File: src/rtl/ysyx_22040750_pc_sched_pkg.sv
// Shared defines for the PC scheduler: FSM state encoding, reset fetch address
// and the redirect-target alignment helpers.
package ysyx_22040750_pc_sched_pkg;

    localparam logic [31:0] RESET_PC_DEF = 32'h8000_0000;
    localparam logic [31:0] PC_STEP      = 32'd4;

    typedef enum logic [1:0] {
        ST_BOOT = 2'd0,
        ST_RUN  = 2'd1,
        ST_HOLD = 2'd2
    } sched_state_e;

    // Trap vectors are word aligned; jump targets only drop bit 0 (jalr semantics).
    function automatic logic [31:0] align_trap(input logic [31:0] pc);
        return {pc[31:2], 2'b00};
    endfunction

    function automatic logic [31:0] align_jmp(input logic [31:0] pc);
        return {pc[31:1], 1'b0};
    endfunction

endpackage

File: src/rtl/ysyx_22040750_pc_sched_redir_buf.sv
// Redirect priority select (trap over jump) and the pending-target register
// that holds a redirect until IF accepts it.
module ysyx_22040750_pc_redir_buf
    import ysyx_22040750_pc_sched_pkg::*;
(
    input  logic        clk_i,
    input  logic        rst_i,
    input  logic        trap_en_i,
    input  logic        trap_valid_i,
    input  logic [31:0] trap_pc_i,
    input  logic        jmp_en_i,
    input  logic        jmp_valid_i,
    input  logic [31:0] jmp_pc_i,
    input  logic        load_i,
    output logic        redir_o,
    output logic [31:0] target_o,
    output logic [31:0] pend_pc_o
);

    logic        trap_take;
    logic        jmp_take;
    logic [31:0] pend_q;
    logic [31:0] pend_d;

    assign trap_take = trap_en_i & trap_valid_i;
    assign jmp_take  = jmp_en_i & jmp_valid_i;
    assign redir_o   = trap_take | jmp_take;
    assign target_o  = trap_take ? align_trap(trap_pc_i) : align_jmp(jmp_pc_i);
    assign pend_pc_o = pend_q;

    always_comb begin
        pend_d = pend_q;
        if (load_i) begin
            pend_d = target_o;
        end
    end

    always_ff @(posedge clk_i) begin
        if (rst_i) begin
            pend_q <= '0;
        end else begin
            pend_q <= pend_d;
        end
    end

endmodule

File: src/rtl/ysyx_22040750_pc_sched.sv
// Fetch PC scheduler: sequential PC generation with trap/jump redirects,
// a one-entry hold for redirects IF cannot take yet, and a redirect counter.
module ysyx_22040750_pc_sched
    import ysyx_22040750_pc_sched_pkg::*;
#(
    parameter logic [31:0] RESET_PC = RESET_PC_DEF
) (
    input  logic        I_clk,
    input  logic        I_rst,
    input  logic        I_trap_valid,
    input  logic [31:0] I_trap_pc,
    input  logic        I_jmp_valid,
    input  logic [31:0] I_jmp_pc,
    input  logic        I_pc_ready,
    output logic        O_pc_valid,
    output logic [31:0] O_pc,
    output logic        O_flush,
    output logic [15:0] O_redir_cnt
);

    sched_state_e state_q;
    sched_state_e state_d;
    logic [31:0]  pc_q;
    logic [31:0]  pc_d;
    logic [15:0]  cnt_q;
    logic [15:0]  cnt_d;

    logic         redir;
    logic [31:0]  target;
    logic [31:0]  pend_pc;
    logic         buf_load;
    logic         pc_valid;
    logic [31:0]  pc_out;

    // Traps are honoured in RUN and HOLD; jumps only in RUN (a held jump wins).
    ysyx_22040750_pc_redir_buf u_redir_buf (
        .clk_i        (I_clk),
        .rst_i        (I_rst),
        .trap_en_i    (state_q != ST_BOOT),
        .trap_valid_i (I_trap_valid),
        .trap_pc_i    (I_trap_pc),
        .jmp_en_i     (state_q == ST_RUN),
        .jmp_valid_i  (I_jmp_valid),
        .jmp_pc_i     (I_jmp_pc),
        .load_i       (buf_load),
        .redir_o      (redir),
        .target_o     (target),
        .pend_pc_o    (pend_pc)
    );

    assign buf_load = redir & ~I_pc_ready;

    always_comb begin
        state_d  = state_q;
        pc_d     = pc_q;
        cnt_d    = cnt_q;
        pc_valid = 1'b0;
        pc_out   = pc_q;
        case (state_q)
            ST_BOOT: begin
                state_d = ST_RUN;
            end
            ST_RUN: begin
                pc_valid = 1'b1;
                pc_out   = redir ? target : pc_q;
                if (I_pc_ready) begin
                    pc_d = pc_out + PC_STEP;
                end else if (redir) begin
                    state_d = ST_HOLD;
                end
            end
            ST_HOLD: begin
                pc_valid = 1'b1;
                pc_out   = redir ? target : pend_pc;
                if (I_pc_ready) begin
                    pc_d    = pc_out + PC_STEP;
                    state_d = ST_RUN;
                end
            end
            default: begin
                state_d = ST_BOOT;
            end
        endcase
        if (redir) begin
            cnt_d = cnt_q + 16'd1;
        end
    end

    always_ff @(posedge I_clk) begin
        if (I_rst) begin
            state_q <= ST_BOOT;
            pc_q    <= RESET_PC;
            cnt_q   <= '0;
        end else begin
            state_q <= state_d;
            pc_q    <= pc_d;
            cnt_q   <= cnt_d;
        end
    end

    // Reset forces the idle view immediately, before the registers are cleared.
    assign O_pc_valid  = pc_valid & ~I_rst;
    assign O_flush     = redir & ~I_rst;
    assign O_pc        = I_rst ? RESET_PC : pc_out;
    assign O_redir_cnt = I_rst ? 16'd0 : cnt_q;

endmodule

File: config.mk
export PLATFORM = sky130hd
export DESIGN_NAME = ysyx_22040750_pc_sched
export DESIGN_NICKNAME = d
export VERILOG_FILES = /design/src/rtl/ysyx_22040750_pc_sched_pkg.sv /design/src/rtl/ysyx_22040750_pc_sched_redir_buf.sv /design/src/rtl/ysyx_22040750_pc_sched.sv
export SDC_FILE = /design/constraint.sdc
export NUM_CORES = 1
export LEC_CHECK = 0
export ABC_AREA = 1
export CAP_MARGIN = 15
export CORE_ASPECT_RATIO = 1.5
export CORE_UTILIZATION = 25
export CTS_CLUSTER_SIZE = 20
export DETAILED_ROUTE_END_ITERATION = 8
export HOLD_SLACK_MARGIN = 0.06
export PLACE_DENSITY_LB_ADDON = 0.15
export REMOVE_ABC_BUFFERS = 1
export SYNTH_ARGS = -nofsm -noshare
export SYNTH_HDL_FRONTEND = slang
export SYNTH_SLANG_ARGS = --single-unit
File: constraint.sdc
create_clock -name I_clk -period 4.4 [get_ports I_clk]
set_input_delay 1.1 -clock I_clk [delete_from_list [all_inputs] [get_ports I_clk]]
set_output_delay 1.1 -clock I_clk [all_outputs]
set_load 0.005 [all_outputs]
# Word-level counts from Yosys, hierarchy flattened
# Index checks and enable logic that the tools add are counted.
# W data, S select, Z words.
totals:
  reg_bits: 82
  output_inout_bits: 50
  rom_bits: 0
  latchBits: 0
  in_bits: 69
  mem_bits_rw: 0
  n_memories: 0
  wordCells: 41
classes:
  bitwise_logic: 8
  reduce_logical: 6
  n_shift: 0
  n_mux: 14
  mul: 0
  addsub: 3
  n_eq_ne: 6
  magnitude_cmp: 0
  div: 0
ops:
  columns: ["operator", "n"]
  rows:
  - ["$mux W32", 6]
  - ["$pmux W32 S2", 2]
  - ["$add A32 B3 Y32 const B", 2]
  - ["$add A16 B1 Y16 const B", 1]
  - ["$mux W16", 1]
  - ["$ne A2 B2 Y1 const B", 4]
  - ["$mux W2", 3]
  - ["$pmux W2 S3", 1]
  - ["$reduce_and A3 Y1", 2]
  - ["$and A1 B1 Y1", 5]
  - ["$reduce_bool A2 Y1", 2]
  - ["$eq A2 B1 Y1 const B", 1]
  - ["$eq A2 B2 Y1 const B", 1]
  - ["$logic_not A2 Y1", 1]
  - ["$not A1 Y1", 2]
  - ["$reduce_or A2 Y1", 1]
  - ["$mux W1", 1]
  - ["$or A1 B1 Y1", 1]

# Logic depth before layout (Yosys ltp)
logic_depth:
  ltp_word: 7
  depth_mapped: 21
  mapped_depth_nobuf: 20

# Cells and area by module
# Synthesis repeated with hierarchy kept, for this count alone.
unflattened:
  hier_cells: 1223
  area_unflattened_um2: 6516.2
by_module_without_submodules:
  columns: ["module", "area_each_um2", "seq_area_each_um2", "cells_per_inst", "n_inst"]
  rows:
  - ["ysyx_22040750_pc_sched", 4772.1, 1001.0, 920, 1]
  - ["ysyx_22040750_pc_redir_buf", 1744.2, 620.6, 303, 1]

# Least setup slack after synthesis
# Ideal clock, no wire load.
synth_timing:
  path_type: "input to output"
  startpoint: "input I_trap_valid"
  endpoint: "output O_pc[1]"
  required_ns: 3.300
  path_buffers: 4
  cell_stages: 13
  arrival_ns: 2.391
  setup_slack_ns: 0.909
  cell_sequence: "buf_4 -> inv_2 -> nor2_4 -> nor2_2 -> buf_6 -> buf_6 -> clkbuf_1 -> nand2_1 -> nand2_1 -> nand2_1 -> nand3_1 -> o211ai_1 -> inv_1"
synth_between:
  elab_chain_cells: 5
  word_cells_on_any_way: 7
  cone_classes: "5 x mux; 2 x bitwise"
synth_rtl:
  columns: ["element", "line_no", "source"]
  rows:
  - ["from (decl)", "ysyx_22040750_pc_sched.sv:10", "input logic I_trap_valid,"]
  - ["$and A1 B1 Y1 *", "ysyx_22040750_pc_sched_redir_buf.sv:25", "assign trap_take = trap_en_i & trap_valid_i;"]
  - ["$mux W32 / $or A1 B1 Y1 (equally long branches)", "ysyx_22040750_pc_sched_redir_buf.sv:28, ysyx_22040750_pc_sched_redir_buf.sv:27", null]
  - ["$mux W32, on equally long branches", "ysyx_22040750_pc_sched.sv:74, ysyx_22040750_pc_sched.sv:65", null]
  - ["$pmux W32 S2 *", "ysyx_22040750_pc_sched.sv:59", "case (state_q)"]
  - ["$mux W32 *", "ysyx_22040750_pc_sched.sv:104", "assign O_pc = I_rst ? RESET_PC : pc_out;"]
  - ["to (decl)", "ysyx_22040750_pc_sched.sv:16", "output logic [31:0] O_pc,"]
# Mark *: on every way between the ends. The rest lies on a longest branch, timed or not.

# Final worst setup path
layout_timing:
  startpoint: "input I_trap_valid"
  endpoint: "output O_pc[17]"
# Same word-level chain as after synthesis.

==> load_flow_metrics.sql <==
INSERT INTO impl_metrics (metric_group, metric, value, unit) VALUES
('run_status', 'run_status', 'finished clean', ''),
('grt', 'globalRouteTotalUtil', '17.8', '%'),
('power_and_ir_drop', 'ir_drop', '0.227', 'mV'),
('yosys', 'async_flop_share', '0', '%'),
('timing', 'max_clock_freq', '234', 'MHz'),
('floorplan', 'pin_count', '119', ''),
('yosys', 'main_synth_ff_type', 'dfxtp_1', ''),
('power_and_ir_drop', 'pwr_density_cell', '664', 'mW/mm^2'),
('placement', 'detailed_placement_hpwl', '16100', 'um'),
('timing', 'grt_setup_unrepaired', 'yes', ''),
('grt', 'grt_max_degree', '48', ''),
('grt', 'overflow', '0', ''),
('clock_tree', 'numClockSinks', '81', ''),
('timing', 'report.final.setup_viol', '0', ''),
('hold_path', 'hold_path.class', 'reg2reg', ''),
('yosys', 'synth_edf_count', '0', ''),
('grt', 'antenna_violations_before_repair', '0', ''),
('yosys', 'synth_top_cells_by_count', 'nand2_1, nand3_1, inv_1', ''),
('clock_tree', 'max-clock-path-buffers', '2', ''),
('worst_setup_path', 'setup.worst_path.end_class', 'output pin', ''),
('drt', 'drt-pass1-iter-count', '4', ''),
('clock_tree', 'cts.reportedPaths.clkPinSlew', '0.06', 'ns'),
('clock_tree', 'clock-root-buffer', 'clkbuf_16', ''),
('drt', 'viasPerCell', '4.61', ''),
('yosys', 'synthCells', '1063', ''),
('power_and_ir_drop', 'pwr-share-clk', '14.0', '%'),
('clock_tree', 'cts_inserted_buffers', '9', ''),
('drt', 'detailroute.via_count', '7078', ''),
('power_and_ir_drop', 'combPwrFrac', '67.8', '%'),
('cells_and_area', 'layout-drive-gt1-share', '11.2', '%'),
('timing', 'holdWs', '0.450', 'ns'),
('power_and_ir_drop', 'power.share.sequential', '18.2', '%'),
('power_and_ir_drop', 'p_sw', '2.75', 'mW'),
('cells_and_area', 'final_nets', '1284', ''),
('power_and_ir_drop', 'power_leakage', '3.86', 'nW'),
('floorplan', 'effective_utilization_at_floorplan', '25.5', '%'),
('drt', 'antenna_left', '0', ''),
('clock_tree', 'max_h_tree_level', '3', ''),
('timing', 'final_hold_violations', '0', ''),
('clock_tree', 'tritoncts', 'yes', ''),
('drt', 'post_drt_wl_per_cell', '14.2', 'um'),
('floorplan', 'die_x_extent', '131', 'um'),
('cells_and_area', 'syn2layout_area_growth', '37.4', '%'),
('timing', 'tightest_slew', '0.665', 'ns'),
('worst_setup_path', 'critPathArrivalTime', '3.18', 'ns'),
('worst_setup_path', 'cp-start-kind', 'input port', ''),
('clock_tree', 'clk_latency', '0.35', 'ns'),
('drt', 'detailedRoute.firstIterationViolations', '276', ''),
('yosys', 'synth.ff_latch_count', '81', ''),
('grt', 'grt_first_pass_wirelength', '35200', 'um'),
('power_and_ir_drop', 'internal_power', '2.92', 'mW'),
('floorplan', 'placement_rows', '70', ''),
('yosys', 'synth_area_leader_cell', 'dfxtp_1', ''),
('yosys', 'synth_top_area_share', '26.1', '%'),
('flow_run', 'drv.max_cap_violation_count', '0', ''),
('clock_tree', 'cts-hold-fix-buffers', '0', ''),
('floorplan', 'floorplan.die.height', '195', 'um'),
('cells_and_area', 'sequential_cell_area', '0.00162', 'mm^2'),
('placement', 'dpl_cell_area', '0.00814', 'mm^2'),
('yosys', 'syn_area_cell', '5.85', 'um^2'),
('yosys', 'ys.warnings.count', '0', ''),
('timing', 'final.period_utilization', '97.2', '%'),
('grt', 'vias_in_the_first_global_route', '6877', ''),
('yosys', 'netlist-cell-type-count', '36', ''),
('worst_setup_path', 'crit_type', 'in2out', ''),
('hold_path', 'worstHoldPathCells', '2', ''),
('floorplan', 'core-area', '0.0244', 'mm^2'),
('placement', 'place_congestion', '0.871', ''),
('timing', 'max_slew_margin', '55.5', '%'),
('worst_setup_path', 'worstPathRequired', '3.30', 'ns'),
('worst_setup_path', 'crit_path_max_fanout', '18', '');
==> cell families after synthesis <==
family / Yosys count / synth area share, %
multiplexers: 1 / 0.161
AND/OR/NAND/NOR: 559 / 39.7
buffers and inverters: 226 / 14.8
adder cells (fa/ha/maj): 7 / 1.41
XOR/XNOR: 9 / 1.27
flip-flops: 81 / 26.1
AO/OA/AOI/OAI: 180 / 16.7
==> stage by stage <==
step	setup slack (ns)	setup TNS, ns	instances	total power, mW
after floorplan	0.127	0	1003	3.24
after global placement	-0.0596	-0.362	1518	4.87
after detailed placement	-0.0423	-0.324	1518	4.88
after CTS	0.0175	0	1534	5.71
after global routing	-0.0207	-0.0427	1537	6.26
final	0.124	0	1537	5.67
==> state kept, by name, indices dropped and copies added, names as in the netlist <==
name,flops
pc_q,32
u_redir_buf.pend_pc_o,31
state_q,2
cnt_q,16
==> power by group through the flow <==
stage / clock (mW) / sequential [mW] / combinational (mW)
global placement: 0 / 1.05 / 3.83
finish: 0.793 / 1.03 / 3.85
floorplan: 0 / 1.02 / 2.23
global route: 0.846 / 1.06 / 4.36
detailed placement: 0 / 1.05 / 3.83
CTS: 0.818 / 1.03 / 3.86
==> critical path, stage by stage <==
cell and delay, ns:
clkdlybuf4s50_1 0.47, buf_6 0.15, buf_8 0.19, nand3_1 0.11
nand3_1 0.17, nand3_1 0.12, nand3_1 0.12, o211ai_1 0.14
inv_1 0.09, clkdlybuf4s50_1 0.49
==> final timing paths <==
path,startpoint,endpoint,slack (ns)
min,pc_q[0],pc_q[0],0.45
min reg2reg,pc_q[0],pc_q[0],0.45
max,I_trap_valid,O_pc[17],0.12
max reg2reg,state_q[0],pc_q[16],0.94
==> what timing repair did <==
| action | CTS | global route |
|---|---|---|
| endpoints found under the setup margin | 18 | 15 |
| endpoints found under the hold margin | 0 | 0 |
| setup buffers | 0 | 2 |
| pin swaps | 0 | 1 |
| gates cloned | 0 | 1 |
| resized for setup | 5 | 15 |
==> layer usage <==
metal	wire (um)	vias to the layer above	share of wire [%]	track usage [%]
met5	0	-	0	0
met4	276	0	1.3	4.51
met3	659	16	3.0	2.63
met2	11400	93	52	33.5
met1	9470	3209	43	20.2
li1	-	3760	-	-
==> layout by cell type (no fill, tap or decap), drive strengths merged <==
| cell type | netlist | layout |
|---|---|---|
| o211ai | 31 | 31 |
| clkbuf | 32 | 9 |
| a21oi | 50 | 50 |
| nor2 | 80 | 80 |
| clkinv | 1 | 1 |
| nand4 | 2 | 2 |
| dlygate4sd2 | 0 | 2 |
| dlymetal6s2s | 0 | 2 |
| dfxtp | 81 | 81 |
| o22ai | 1 | 1 |
| a31oi | 29 | 29 |
| clkinvlp | 0 | 2 |
| ha | 7 | 7 |
| mux2i | 1 | 1 |
| o21ai | 62 | 62 |
| xnor2 | 4 | 4 |
| clkdlybuf4s50 | 0 | 110 |
| buf | 28 | 79 |
| inv | 165 | 169 |
| o22a | 1 | 1 |
| o21a | 1 | 1 |
| or2 | 2 | 2 |
| nand2 | 263 | 264 |
| nor3 | 4 | 4 |
| o221ai | 1 | 1 |
| xor2 | 5 | 5 |
| nand3b | 2 | 2 |
| o21bai | 3 | 3 |
| a211oi | 1 | 1 |
| bufinv | 0 | 1 |
| nand3 | 206 | 206 |
==> area by class of cell <==
class                      count  share of cell area (%)
timing repair buffer         193                    21.4
clock inverter                 7                   0.893
inverter                     166                    7.29
tap                          324                    4.74
sequential                    81                    19.0
clock buffer                   9                    2.63
multi-input combinational    757                    44.1
(Power assumes the default switching activity.)
